`config.mk`:
```
export PLATFORM = sky130hd
export DESIGN_NAME = pipe_ctrl
export DESIGN_NICKNAME = d
export VERILOG_FILES = /design/src/rtl/pipe_ctrl_pkg.sv /design/src/rtl/pipe_mdu_timer.sv /design/src/rtl/pipe_ctrl.sv
export SDC_FILE = /design/constraint.sdc
export NUM_CORES = 1
export LEC_CHECK = 0
export BUFFER_PORTS_ARGS = -buffer_cell sky130_fd_sc_hd__buf_2
export CORE_AREA = 3 3 40 42
export DETAILED_ROUTE_END_ITERATION = 12
export DIE_AREA = 0 0 43 45
export PLACE_DENSITY_LB_ADDON = 0.15
export SETUP_SLACK_MARGIN = 0.4
export SLEW_MARGIN = 20
export SYNTH_ARGS = -nofsm -noshare
export SYNTH_HDL_FRONTEND = slang
export SYNTH_SLANG_ARGS = --single-unit
```
`constraint.sdc`:
```
create_clock -name clk -period 2 [get_ports clk]
set_input_delay 0.1 -clock clk [delete_from_list [all_inputs] [get_ports clk]]
set_output_delay 0.1 -clock clk [all_outputs]
set_load 0.02 [all_outputs]
```
`src/rtl/pipe_ctrl_pkg.sv`:
```
// Shared constants for the pipeline controller: MDU FSM encodings, exception vector,
// default MDU latencies.
package pipe_ctrl_pkg;

   localparam logic [1:0] PC_IDLE = 2'd0;
   localparam logic [1:0] PC_MULT = 2'd1;
   localparam logic [1:0] PC_DIV  = 2'd2;

   localparam logic [31:0] EXC_VECTOR = 32'h0000_4180;

   localparam int unsigned MULT_CYCLES_DEF = 5;
   localparam int unsigned DIV_CYCLES_DEF  = 10;

endpackage

```
`src/rtl/pipe_mdu_timer.sv`:
```
// MDU latency tracker: IDLE/MULT/DIV state machine with a down-counter; busy and done
// come from registered state only.
module pipe_mdu_timer
   import pipe_ctrl_pkg::*;
#(
   parameter int unsigned MULT_CYCLES = MULT_CYCLES_DEF,
   parameter int unsigned DIV_CYCLES  = DIV_CYCLES_DEF,
   parameter int unsigned CNT_W       = 4
) (
   input  logic clk,
   input  logic reset,
   input  logic start,
   input  logic is_div,
   input  logic cancel,
   output logic busy,
   output logic done
);

   logic [1:0]       state_q, state_d;
   logic [CNT_W-1:0] cnt_q, cnt_d;

   always_comb begin
      state_d = state_q;
      cnt_d   = cnt_q;
      if (reset) begin
         state_d = PC_IDLE;
         cnt_d   = '0;
      end else begin
         case (state_q)
            PC_IDLE: begin
               // A start coinciding with an exception request never launches.
               if (start && !cancel) begin
                  state_d = is_div ? PC_DIV : PC_MULT;
                  cnt_d   = is_div ? CNT_W'(DIV_CYCLES) : CNT_W'(MULT_CYCLES);
               end
            end
            PC_MULT, PC_DIV: begin
               cnt_d = cnt_q - 1'b1;
               if (cnt_q == CNT_W'(1)) state_d = PC_IDLE;
            end
            default: begin
               state_d = PC_IDLE;
               cnt_d   = '0;
            end
         endcase
      end
   end

   always_ff @(posedge clk) begin
      state_q <= state_d;
      cnt_q   <= cnt_d;
   end

   assign busy = (state_q != PC_IDLE);
   assign done = busy && (cnt_q == CNT_W'(1));

endmodule

```
`src/rtl/pipe_ctrl.sv`:
```
// Pipeline sequencing controller: stage enables/flushes with reset > req > stall > eret
// precedence. Optional PIPE_CTRL_PERF_EN adds stall and MDU-busy cycle counters.
module pipe_ctrl
   import pipe_ctrl_pkg::*;
#(
   parameter int unsigned MULT_CYCLES = MULT_CYCLES_DEF,
   parameter int unsigned DIV_CYCLES  = DIV_CYCLES_DEF,
   parameter int unsigned CNT_W       = 4
) (
   input  logic        clk,
   input  logic        reset,
   input  logic        d_hz_stall,
   input  logic        d_mdu_use,
   input  logic        e_mdu_start,
   input  logic        e_mdu_is_div,
   input  logic        d_eret,
   input  logic        int_req,
   output logic        pc_wren,
   output logic        fd_wren,
   output logic        de_wren,
   output logic        em_wren,
   output logic        mw_wren,
   output logic        fd_flush,
   output logic        de_flush,
   output logic        em_flush,
   output logic        mw_flush,
   output logic        req,
   output logic        mdu_busy,
   output logic        mdu_done
`ifdef PIPE_CTRL_PERF_EN
   ,
   output logic [31:0] perf_stall_cnt,
   output logic [31:0] perf_mdu_cnt
`endif
);

   logic mdu_stall;
   logic stall;

   pipe_mdu_timer #(
      .MULT_CYCLES (MULT_CYCLES),
      .DIV_CYCLES  (DIV_CYCLES),
      .CNT_W       (CNT_W)
   ) u_mdu_timer (
      .clk    (clk),
      .reset  (reset),
      .start  (e_mdu_start),
      .is_div (e_mdu_is_div),
      .cancel (int_req),
      .busy   (mdu_busy),
      .done   (mdu_done)
   );

   assign mdu_stall = d_mdu_use & (e_mdu_start | mdu_busy);
   assign stall     = (d_hz_stall | mdu_stall) & ~int_req;

   always_comb begin
      pc_wren  = 1'b1;
      fd_wren  = 1'b1;
      de_wren  = 1'b1;
      em_wren  = 1'b1;
      mw_wren  = 1'b1;
      fd_flush = 1'b0;
      de_flush = 1'b0;
      em_flush = 1'b0;
      mw_flush = 1'b0;
      req      = 1'b0;
      if (reset) begin
         fd_flush = 1'b1;
         de_flush = 1'b1;
         em_flush = 1'b1;
         mw_flush = 1'b1;
      end else if (int_req) begin
         // Registers load the exception vector / bubble themselves on req.
         req = 1'b1;
      end else if (stall) begin
         pc_wren  = 1'b0;
         fd_wren  = 1'b0;
         de_flush = 1'b1;
      end else if (d_eret) begin
         fd_flush = 1'b1;
      end
   end

`ifdef PIPE_CTRL_PERF_EN
   logic [31:0] stall_cnt_q, stall_cnt_d;
   logic [31:0] mdu_cnt_q, mdu_cnt_d;

   always_comb begin
      stall_cnt_d = stall_cnt_q;
      mdu_cnt_d   = mdu_cnt_q;
      if (reset) begin
         stall_cnt_d = '0;
         mdu_cnt_d   = '0;
      end else begin
         if (stall)    stall_cnt_d = stall_cnt_q + 32'd1;
         if (mdu_busy) mdu_cnt_d   = mdu_cnt_q + 32'd1;
      end
   end

   always_ff @(posedge clk) begin
      stall_cnt_q <= stall_cnt_d;
      mdu_cnt_q   <= mdu_cnt_d;
   end

   assign perf_stall_cnt = stall_cnt_q;
   assign perf_mdu_cnt   = mdu_cnt_q;
`endif

endmodule

```
# --- After elaboration in Yosys (flattened, before gate mapping) ---
# Index checks and enable logic that the tools add are counted.
totals:
  ff_bits: 6
  latch_bits: 0
  mem_bits_rw: 0
  rom_bits: 0
  out_inout_bits: 12
  word_cells: 40
  memories: 0
op_classes:
  addsub: 1
  multipliers: 0
  n_div: 0
  n_lt_le_gt_ge: 0
  eq_ne: 5
  shift: 0
  muxes: 20
  bitwise: 5
  reduce_logical: 7
ops:
  columns: ["cell", "count"]
  rows:
  - ["1-bit two-way mux", 13]
  - ["4-bit two-way mux", 2]
  - ["4-bit one-hot mux with 2 select lines", 1]
  - ["2-bit two-way mux", 3]
  - ["4-bit by 1-bit equality test with 1-bit output (second input constant)", 1]
  - ["2-bit by 1-bit inequality test with 1-bit output (second input constant)", 2]
  - ["2-bit one-hot mux with 2 select lines", 1]
  - ["4-bit by 1-bit subtractor with 4-bit output (second input constant)", 1]
  - ["1-bit bitwise AND", 2]
  - ["2-bit by 1-bit equality test with 1-bit output (second input constant)", 1]
  - ["2-bit equality test (second input constant)", 1]
  - ["1-bit logical AND", 2]
  - ["2-bit zero test", 1]
  - ["1-bit OR", 2]
  - ["2-bit AND reduction", 1]
  - ["2-bit nonzero test", 1]
  - ["2-bit OR reduction", 1]
  - ["1-bit zero test", 1]
  - ["1-bit NOT", 1]

# --- Depth between registers and ports, before layout ---
depth:
  word_depth: 8
  ltp_mapped: 6
  ltp_nobuf: 6

# --- Modules after synthesis ---
# From an unflattened synthesis, not the netlist that was laid out.
hier_totals:
  cells_unflattened: 63
  area_unflattened_um2: 505.5
by_module_without_submodules:
  columns: ["mod", "n_inst", "cells_each", "area_per_inst_um2", "seq_area_each_um2"]
  rows:
  - ["pipe_mdu_timer", 1, 47, 402.9, 120.1]
  - ["pipe_ctrl", 1, 16, 102.6, 0.0]

# --- Worst setup path before layout ---
# OpenSTA, ideal clock, no wires.
synth_timing:
  path_type: "reg2out"
  from: "register u_mdu_timer.state_q[0]"
  to: "output port pc_wren"
  t_arrival_ps: 1432
  t_required_ps: 1900
  slack_ps: 468
  stages_incl_launch_ff: 7
  path_buffers: 1
  path_cell_list: "dfxtp_1 > inv_1 > ha_1 > nand2b_1 > a21oi_1 > or3_1 > buf_4"
synth_via:
  elab_chain_cells: 8
synth_rtl:
  columns: ["element", "line_no", "rtl"]
  rows:
  - ["start: declaration", "pipe_mdu_timer.sv:19", "logic [1:0] state_q, state_d;"]
  - ["start signal: assignment", "pipe_mdu_timer.sv:50", "state_q <= state_d;"]
  - ["2-bit nonzero test", "pipe_mdu_timer.sv:54", "assign busy = (state_q != PC_IDLE);"]
  - ["1-bit OR", "pipe_ctrl.sv:54", "assign mdu_stall = d_mdu_use & (e_mdu_start | mdu_busy);"]
  - ["1-bit bitwise AND", "pipe_ctrl.sv:54", null]
  - ["1-bit OR", "pipe_ctrl.sv:55", "assign stall = (d_hz_stall | mdu_stall) & ~int_req;"]
  - ["1-bit bitwise AND", "pipe_ctrl.sv:55", null]
  - ["1-bit two-way mux (3 in series)", null, null]
  - ["end: declaration", "pipe_ctrl.sv:18", "output logic pc_wren,"]
# Every way passes these cells.

# --- Worst setup path in the final report ---
layout_timing:
  from: "register u_mdu_timer.state_q[0]"
  to: "output port fd_wren"
layout_via:
  elab_chain_cells: 8
layout_rtl:
  columns: ["element", "line_no", "rtl"]
  rows:
  - ["2-bit nonzero test", "pipe_mdu_timer.sv:54", null]
  - ["1-bit OR", "pipe_ctrl.sv:54", null]
  - ["1-bit bitwise AND", "pipe_ctrl.sv:54", null]
  - ["1-bit OR", "pipe_ctrl.sv:55", null]
  - ["1-bit bitwise AND", "pipe_ctrl.sv:55", null]
  - ["1-bit two-way mux", "pipe_ctrl.sv:76", "end else if (stall) begin"]
  - ["1-bit two-way mux", "pipe_ctrl.sv:73", "end else if (int_req) begin"]
  - ["1-bit two-way mux", "pipe_ctrl.sv:68", "if (reset) begin"]
  - ["end: declaration", "pipe_ctrl.sv:19", "output logic fd_wren,"]
# Every way passes these cells.

==> flow_metrics.py <==
metrics = {
    "grt": {
        "grt_pass1_wl_um": 1710,
        "met1_usage_pct": 13.5,
        "antenna_found_initial": 0,
        "grt.total_usage_pct": 12.3,
        "grt_overflow": 0,
        "grt_pass1_vias": 396,
        "grt_max_degree": 14,
        "grtUsageMet3_pct": 4.78,
        "grt_use_met2_pct": 20.4,
        "grt_busiest_layer": "met2",
    },
    "setup_path": {
        "startpoint_type": "flip-flop",
        "cp_max_fo": 3,
        "cp.required_ns": 1.90,
        "critical_path_arrival_ns": 1.45,
        "critPathKind": "reg -> out",
        "cp-end-kind": "output port",
    },
    "timing": {
        "finalSetupViolCount": 0,
        "finalMaxSlewViolations": 0,
        "period_share_pct": 77.6,
        "fmax_ghz": 0.644,
        "fin_skew_ns": 0.00275,
        "rsz0062_at_grt": "no",
        "hold_violations": 0,
        "fin_crit_ns": 1.55,
        "setup_tns_ns": 0,
        "layout_setup_ws_ns": 0.448,
    },
    "synthesis": {
        "synth.distinct_cells": 23,
        "netlist_instances": 62,
        "ys_seq_area_share_pct": 24.5,
        "synthTopCellsByArea": "dfxtp_1, ha_1, a21oi_1",
        "synth_top_cell_by_area": "dfxtp_1",
        "yosys-top-cells-count": "a21oi_1, buf_4, dfxtp_1, inv_1",
        "yosysTopAreaCellShare_pct": 24.5,
        "ys_async_sr_fraction_pct": 0,
        "mappedNetlistArea_um2": 490,
        "synth_most_common_cell": "a21oi_1",
        "syn-mean-instance-area_um2": 7.91,
        "ys_warn_count": 0,
        "yosys_most_used_dff": "dfxtp_1",
        "synth-seq-cells": 6,
        "synth-edff-count": 0,
    },
    "route": {
        "wl_per_cell_um": 11.8,
        "drt-initial-drc-count": 3,
        "vias_per_cell": 4.88,
        "drtAntennaViolNets": 0,
        "wirelength_um": 1100,
        "drc_errors": 0,
        "dr.pass1.iters": 2,
        "via_count": 454,
    },
    "final_layout": {
        "seqCellArea_um2": 124,
        "area_growth_pct": 30.1,
        "multi_input_area_um2": 343,
        "n_fill_cell": 133,
        "antenna_cells": 0,
        "layout-drive-gt1-share_pct": 43.6,
        "post-route-util_pct": 49.7,
        "nNetsFinal": 92,
    },
    "worst_hold_path": {
        "hold_path_class": "in -> reg",
    },
    "die": {
        "design.core.area_mm2": 0.00128,
        "die_area_mm2": 0.00194,
        "pin_count": 20,
        "row_count": 13,
        "initial_core_util_pct": 38.2,
        "fp.dieW_um": 43,
        "die_h_um": 45,
    },
    "placed_design": {
        "place_ws_ns": 0.428,
        "io_buffer_count": 16,
        "dp_hpwl_um": 793,
        "place_congestion": 0.748,
    },
    "clocking": {
        "clock_latency_ns": 0.24,
        "cts.htree.levels": 1,
        "numClockSinks": 6,
        "root_buffer": "clkbuf_4",
        "numCtsBuffers": 3,
        "holdBufCountCts": 0,
        "cts_tree": "done",
        "clock_path_buffers": 2,
        "clk_pin_slew_worst_paths_ns": 0.05,
    },
    "power": {
        "power_w": 0.000653,
        "leakage_nw": 0.298,
        "ir_drop_mv": 0.400,
        "powerDensity_mw_per_mm2": 1020,
    },
    "flow_run": {
        "cap_violations": 0,
    },
    "status": {
        "status": "finished clean",
    },
}
## sequential cells by signal (all words and copies together) (netlist names)
name,count
u_mdu_timer.cnt_q,4
u_mdu_timer.state_q,2
## layout make-up
cell class | count | share of cell area, %
multi-input cells | 45 | 53.7
clock buffers | 3 | 3.53
repair buffers | 18 | 16.9
well taps | 15 | 2.94
flip-flops and latches | 6 | 19.4
inverters | 6 | 3.53
## layer usage
layer | part of all wire (%) | routed length, um
met1 | 44 | 482
met2 | 46 | 503
met3 | 9.4 | 103
met4 | 1.0 | 11
met5 | 0 | 0
## where the power goes
| group | total [W] | switching, W | internal [W] |
|---|---|---|---|
| logic | 0.000363 | 0.000186 | 0.000177 |
| clock network | 0.000113 | 0.0000455 | 0.0000680 |
| registers | 0.000177 | 0.0000254 | 0.000151 |
## critical path, cell delays in order, from the launching register on
cell and delay, ns:
dfxtp_2 0.34, inv_2 0.05, ha_4 0.16, nand2b_4 0.07, a21oi_4 0.05, or3_4 0.39, buf_6 0.14
## per-stage QoR
stage               area [um2]  hold WS (ns)  std cells
global route               638         0.186         93
global placement           548         0.425         88
detailed placement         548         0.434         88
finish                     638         0.182         93
floorplan                  498         0.313         64
CTS                        584         0.177         91
## path summary, 6_finish.rpt
path	from	slack, ns	cells after the start	endpoint
hold reg to reg	u_mdu_timer.cnt_q[0]	0.47	2	u_mdu_timer.cnt_q[0]
setup reg to reg	u_mdu_timer.cnt_q[1]	0.46	6	u_mdu_timer.state_q[1]
setup / recovery	u_mdu_timer.state_q[0]	0.45	6	fd_wren
hold / removal	reset	0.18	2	u_mdu_timer.state_q[1]
## placed cells by master, fill, tap and decap left out, types with 2 or more instances in the layout
cell      count
nor2_1        5
a21oi_1       8
dfxtp_1       3
dfxtp_2       3
inv_2         3
buf_4         2
buf_2        14
buf_6         2
ha_1          3
nand2_1       5
nand2b_1      2
or3_1         3
clkbuf_4      3
conb_1        3
inv_1         3
## cell families after synthesis
logic type / share of synthesized area [%]
simple gates: 21.9
buf+inv: 14.5
other cells: 0.765
fa+ha+maj: 10.2
compound gates: 21.9
flops: 24.5
mux: 4.34
xor+xnor: 1.79
## timing repair
item                                    CTS  global route
endpoints found under the setup margin    4             5
setup buffers                             0             2
gates resized for setup                   3            13
pin swaps                                 0             4
Power figures use the tool's default switching activity.
